===== src/rtl/usr_pkg.sv =====
// Shared types and defaults for the universal shift register.
// Optional rotate support is enabled with the USR_ROTATE_EN macro.
package usr_pkg;

    typedef enum logic [1:0] {
        USR_HOLD = 2'b00,
        USR_SHR  = 2'b01,
        USR_SHL  = 2'b10,
        USR_LOAD = 2'b11
    } usr_mode_t;

    localparam int USR_DEFAULT_WIDTH = 4;

endpackage


===== src/rtl/usr_shift_counter.sv =====
// Counts shifts since the last LOAD and saturates at WIDTH.
// Emits a one-cycle done pulse when the count reaches WIDTH.
module usr_shift_counter #(
    parameter int WIDTH = usr_pkg::USR_DEFAULT_WIDTH
) (
    input  logic                       clk,
    input  logic                       reset,
    input  logic                       en,
    input  logic                       shift,
    input  logic                       load,
    output logic [$clog2(WIDTH+1)-1:0] shift_cnt,
    output logic                       done
);

    localparam int CW = $clog2(WIDTH + 1);
    localparam logic [CW-1:0] CNT_MAX = CW'(WIDTH);
    localparam logic [CW-1:0] CNT_ONE = CW'(1);

    logic [CW-1:0] cnt_inc;
    assign cnt_inc = shift_cnt + CNT_ONE;

    always_ff @(posedge clk or negedge reset) begin
        if (!reset) begin
            shift_cnt <= '0;
            done      <= 1'b0;
        end else if (!en) begin
            done <= 1'b0;
        end else if (load) begin
            shift_cnt <= '0;
            done      <= 1'b0;
        end else if (shift && (shift_cnt < CNT_MAX)) begin
            shift_cnt <= cnt_inc;
            done      <= (cnt_inc == CNT_MAX);
        end else begin
            // Saturated shifts and HOLD both drop the pulse.
            done <= 1'b0;
        end
    end

endmodule


===== src/rtl/universal_shift_reg.sv =====
// Parametrised universal shift register: hold, shift right/left, parallel load.
// Define USR_ROTATE_EN to add the rot port and rotate-in-place shifts.
module universal_shift_reg
    import usr_pkg::*;
#(
    parameter int               WIDTH     = USR_DEFAULT_WIDTH,
    parameter logic [WIDTH-1:0] RESET_VAL = '0
) (
    input  logic                       clk,
    input  logic                       reset,
    input  logic                       en,
    input  logic [1:0]                 mode,
    input  logic [WIDTH-1:0]           pi,
    input  logic                       sin_r,
    input  logic                       sin_l,
`ifdef USR_ROTATE_EN
    input  logic                       rot,
`endif
    output logic [WIDTH-1:0]           po,
    output logic                       sout_r,
    output logic                       sout_l,
    output logic [$clog2(WIDTH+1)-1:0] shift_cnt,
    output logic                       done
);

    usr_mode_t        mode_e;
    logic [WIDTH-1:0] po_q;
    logic [WIDTH-1:0] po_nxt;
    logic             fill_r;
    logic             fill_l;
    logic             shift;
    logic             load;

    assign mode_e = usr_mode_t'(mode);
    assign shift  = (mode_e == USR_SHR) || (mode_e == USR_SHL);
    assign load   = (mode_e == USR_LOAD);

`ifdef USR_ROTATE_EN
    // Rotation feeds the departing bit back in at the opposite end.
    assign fill_r = rot ? po_q[0]       : sin_r;
    assign fill_l = rot ? po_q[WIDTH-1] : sin_l;
`else
    assign fill_r = sin_r;
    assign fill_l = sin_l;
`endif

    always_comb begin
        po_nxt = po_q;
        case (mode_e)
            USR_SHR:  po_nxt = {fill_r, po_q[WIDTH-1:1]};
            USR_SHL:  po_nxt = {po_q[WIDTH-2:0], fill_l};
            USR_LOAD: po_nxt = pi;
            default:  po_nxt = po_q;
        endcase
    end

    always_ff @(posedge clk or negedge reset) begin
        if (!reset)  po_q <= RESET_VAL;
        else if (en) po_q <= po_nxt;
    end

    usr_shift_counter #(
        .WIDTH (WIDTH)
    ) u_cnt (
        .clk       (clk),
        .reset     (reset),
        .en        (en),
        .shift     (shift),
        .load      (load),
        .shift_cnt (shift_cnt),
        .done      (done)
    );

    assign po     = po_q;
    assign sout_r = po_q[0];
    assign sout_l = po_q[WIDTH-1];

endmodule

===== config.mk =====
export PLATFORM = sky130hd
export DESIGN_NAME = universal_shift_reg
export DESIGN_NICKNAME = d
export VERILOG_FILES = /design/src/rtl/usr_pkg.sv /design/src/rtl/usr_shift_counter.sv /design/src/rtl/universal_shift_reg.sv
export SDC_FILE = /design/constraint.sdc
export NUM_CORES = 1
export LEC_CHECK = 0
export CAP_MARGIN = 20
export CORE_AREA = 2 2 39 41
export DETAILED_ROUTE_END_ITERATION = 6
export DIE_AREA = 0 0 41 43
export GPL_ROUTABILITY_DRIVEN = 1
export HOLD_SLACK_MARGIN = 0.02
export PLACE_DENSITY_LB_ADDON = 0.15
export SETUP_SLACK_MARGIN = 0.05
export SLEW_MARGIN = 25
export SYNTH_ARGS = -nofsm -noshare
export SYNTH_HDL_FRONTEND = slang
export SYNTH_HIERARCHICAL = 1
export SYNTH_SLANG_ARGS = --single-unit
export TNS_END_PERCENT = 10

===== constraint.sdc =====
create_clock -name clk -period 2.79 [get_ports clk]
set_input_delay 0.6975 -clock clk [delete_from_list [all_inputs] [get_ports clk]]
set_output_delay 0.6975 -clock clk [all_outputs]
set_load 0.01 [all_outputs]

==> results_tabular.tex <==
\begin{tabular}{lr}
\hline
Metric & Value \\
\hline
\multicolumn{2}{l}{\textbf{Clock tree}} \\
\quad Hold buffer count at CTS & 0 \\
\quad Clk sinks & 8 \\
\quad CTS tree & done \\
\quad H-Tree Depth & 1 \\
\quad Cts repair resizes & 0 \\
\quad Cts bufs inserted & 3 \\
\quad Buffer type at the clock tree root & sky130\_fd\_sc\_hd\_\_clkbuf\_4 \\
\quad Clock transition time at the flip-flop clock pins of the worst setup and hold paths & 0.06 ns \\
\quad Buffers inserted by post-CTS timing repair & 0 \\
\quad Maximum count of clock buffers along a single path & 2 \\
\quad Clock latency on the worst-skew pair & 0.26 ns \\
\multicolumn{2}{l}{\textbf{Global routing}} \\
\quad Initial antenna violation count & 0 \\
\quad Number of global-route vias before repair & 399 \\
\quad Global-route wire length before repair & 1730 um \\
\quad Pin count of the biggest net entering global routing & 9 \\
\quad Gr ovfl total & 0 \\
\quad Total routing resource utilization after global routing & 0.156 \\
\multicolumn{2}{l}{\textbf{Cells and area}} \\
\quad Number of inserted filler cells in the final layout & 142 \\
\quad Number of nets in the finished design & 91 \\
\quad Layout Area Growth over Synthesis & 44.6\% \\
\quad Commonest non-fill, non-tap cell in the layout & sky130\_fd\_sc\_hd\_\_clkdlybuf4s50\_1 \\
\quad Commonest non-fill, non-tap cells in the layout & sky130\_fd\_sc\_hd\_\_clkdlybuf4s50\_1, sky130\_fd\_sc\_hd\_\_dfrtp\_1, sky130\_fd\_sc\_hd\_\_ha\_1 \\
\quad Cell Count, Final, Fillers Out & 88 \\
\quad Antenna fix cells & 0 \\
\quad Layout cell share with drive strength beyond 1 & 0.0694 \\
\multicolumn{2}{l}{\textbf{Worst hold path}} \\
\quad Tightest Hold Check Type & reg -> reg \\
\multicolumn{2}{l}{\textbf{Worst setup path}} \\
\quad Critical Path, Cell by Cell & clkdlybuf4s50\_1 \\
\quad Highest-delay cell along the critical path & sky130\_fd\_sc\_hd\_\_clkdlybuf4s50\_1 \\
\quad Peak per-stage delay on the critical path & 0.56 ns \\
\quad Data arrival time of the worst path & 1.23 ns \\
\quad Number of buffer and inverter instances along the worst setup path & 1 \\
\quad Required time at the endpoint of the critical path & 2.09 ns \\
\quad Capturing element type of the critical path & output port \\
\quad CP Max Fanout & 5 \\
\quad CP delay by family, top & buffers and inverters \\
\quad Critical path start-end classification & reg -> out \\
\quad Crit path launch type & flop \\
\multicolumn{2}{l}{\textbf{Power}} \\
\quad Internal power & 326 uW \\
\quad IR Drop Worst-Case VDD & 341 uV \\
\quad Switching power of the nets & 165 uW \\
\quad Combinational Power Share & 0.433 \\
\quad Leakage power summed over all cells & 0.000314 uW \\
\quad PnR Total Power & 491 uW \\
\quad Clock group share of total power & 0.190 \\
\quad Proportion of power drawn by flip-flops and latches & 0.377 \\
\quad Proportion of total power due to net switching & 0.337 \\
\quad Power density over cell area & 680 nW/um\^{}2 \\
\multicolumn{2}{l}{\textbf{Placed design}} \\
\quad Weighted congestion reported at the end of routability-driven placement & 0.745 \\
\quad Cell count after placement & 85 \\
\quad Number of buffers added on ports & 20 \\
\quad Half-perimeter wire length of the detailed placement result & 822 um \\
\multicolumn{2}{l}{\textbf{Floorplanning}} \\
\quad Initial cell density of the core & 0.361 \\
\quad Vert. Die Dim & 43 um \\
\quad Floorplan row count & 14 \\
\quad Boundary pin count & 21 \\
\quad Placeable core area & 1380 sq um \\
\quad Area of the die & 1760 sq um \\
\quad Chip width & 41 um \\
\multicolumn{2}{l}{\textbf{Drt}} \\
\quad Final wirelength & 1050 um \\
\quad Final routed DRC violation total & 0 \\
\quad First DRT Iteration DRCs & 7 \\
\quad Antenna-violating nets left & 0 \\
\quad First-pass DRT Iterations & 4 \\
\quad Post-detailed-route wirelength per cell & 12.0 um \\
\quad Total via count after detailed routing & 450 \\
\quad Avg Vias per Cell & 5.11 \\
\multicolumn{2}{l}{\textbf{Timing}} \\
\quad Setup Skew & 0.000358 ns \\
\quad Unrepaired setup endpoints after global routing & false \\
\quad Portion of the clock cycle consumed by the worst path in the final layout & 0.691 \\
\quad Setup Viol. Count Final & 0 \\
\quad Hold violation total from the final report & 0 \\
\quad Maximum clock frequency & 519 MHz \\
\quad Worst Max-Slew Pin Slew & 0.485 ns \\
\quad Final sum of negative setup slack & 0 ns \\
\quad Final period demand of the worst path & 1.93 ns \\
\quad Normalized max-slew margin & 0.676 \\
\quad Post-Route Hold Slack & 0.560 ns \\
\quad Number of max-slew violations in the final report & 0 \\
\multicolumn{2}{l}{\textbf{Logic synthesis}} \\
\quad Synthesis-stage register bit count & 8 \\
\quad Mapped Nets & 69 \\
\quad Mean instance size in the synthesized netlist & 9.60 sq um \\
\quad Synth unique cells & 16 \\
\quad Share of the yosys chip area belonging to registers & 0.401 \\
\quad Area of the mapped netlist & 499 sq um \\
\quad Ys Warns & 6 \\
\quad Synthesized instance count & 52 \\
\multicolumn{2}{l}{\textbf{Job}} \\
\quad Count of maximum capacitance violations & 0 \\
\multicolumn{2}{l}{\textbf{Outcome}} \\
\quad Run status & complete, no violations \\
\hline
\end{tabular}
==> per-layer routing <==
metal	vias to the layer above	GRT usage	share of wire
li1	221	-	-
met1	209	0.214	0.45
met2	15	0.181	0.46
met3	5	0.0681	0.057
met4	0	0.120	0.039
met5	-	0	0
==> worst register-to-register path, delay by kind of cell (launching register included) <==
kind | cells | cell delay (ns)
adder cells (fa/ha/maj) | 2 | 0.49
AND/OR/NAND/NOR | 1 | 0.16
flip-flops | 1 | 0.42
AO/OA/AOI/OAI | 1 | 0.14
==> stage by stage <==
| step | instance area (sq um) | utilization | setup slack (ns) |
|---|---|---|---|
| after global placement | 699 | 0.505 | 0.639 |
| final | 722 | 0.522 | 0.863 |
| after floorplan | 499 | - | 1.33 |
| after detailed placement | 699 | 0.505 | 0.573 |
| after global routing | 722 | 0.522 | 0.648 |
| after CTS | 722 | 0.522 | 0.835 |
==> power by group through the flow <==
stage                     clock network (uW)  logic [uW]  registers [uW]
after floorplan                            0        96.3             198
after global placement                     0         212             186
after detailed placement                   0         217             187
after CTS                               93.0         217             186
after global routing                     101         239             193
final                                   93.4         212             185
==> state kept, by name, indices dropped and copies added, names as in the netlist <==
signal           flops
u_cnt/done           1
po                   4
u_cnt/shift_cnt      3
==> worst paths after layout <==
path / start / cells past startpoint / endpoint / slack (ns)
worst max-delay path: u_cnt/shift_cnt[0] / 1 / shift_cnt[0] / 0.86
worst min-delay path: u_cnt/shift_cnt[1] / 2 / u_cnt/shift_cnt[1] / 0.56
worst max register to register: u_cnt/shift_cnt[0] / 4 / u_cnt/shift_cnt[2] / 1.50
worst min register to register: u_cnt/shift_cnt[1] / 2 / u_cnt/shift_cnt[1] / 0.56
max in group asynchronous: reset / 1 / u_cnt/shift_cnt[0] / 1.80
min in group asynchronous: reset / 1 / u_cnt/shift_cnt[1] / 0.72
==> final cells by class <==
| cell class | count | area, sq um | share of cell area |
|---|---|---|---|
| Inverter | 5 | 18.8 | 0.0260 |
| Tap cell | 16 | 20.0 | 0.0277 |
| Timing Repair Buffer | 20 | 200 | 0.277 |
| Clock buffer | 3 | 22.5 | 0.0312 |
| Sequential cell | 8 | 200 | 0.277 |
| Multi-Input combinational cell | 36 | 260 | 0.360 |
==> cell usage after synthesis <==
library cell / number / area, sq um
sky130_fd_sc_hd__a31oi_1: 4 / 25.0
sky130_fd_sc_hd__o21a_2: 1 / 8.76
sky130_fd_sc_hd__dfrtp_1: 8 / 200
sky130_fd_sc_hd__ha_1: 6 / 75.1
sky130_fd_sc_hd__nand4bb_1: 1 / 11.3
sky130_fd_sc_hd__nor2_2: 1 / 6.26
sky130_fd_sc_hd__nor2b_1: 2 / 12.5
sky130_fd_sc_hd__nand3b_1: 1 / 7.51
sky130_fd_sc_hd__clkbuf_2: 1 / 5.00
sky130_fd_sc_hd__o221ai_1: 2 / 17.5
sky130_fd_sc_hd__nand2b_1: 4 / 25.0
sky130_fd_sc_hd__nor2_1: 5 / 18.8
sky130_fd_sc_hd__nand2_1: 4 / 15.0
sky130_fd_sc_hd__inv_1: 5 / 18.8
sky130_fd_sc_hd__a22oi_1: 5 / 37.5
sky130_fd_sc_hd__buf_4: 2 / 15.0
==> cell families after synthesis <==
family,share of synthesized area
flops,0.401
simple gates,0.193
fa+ha+maj,0.150
buf+inv,0.0777
compound gates,0.178
Power figures use the tool's default switching activity.
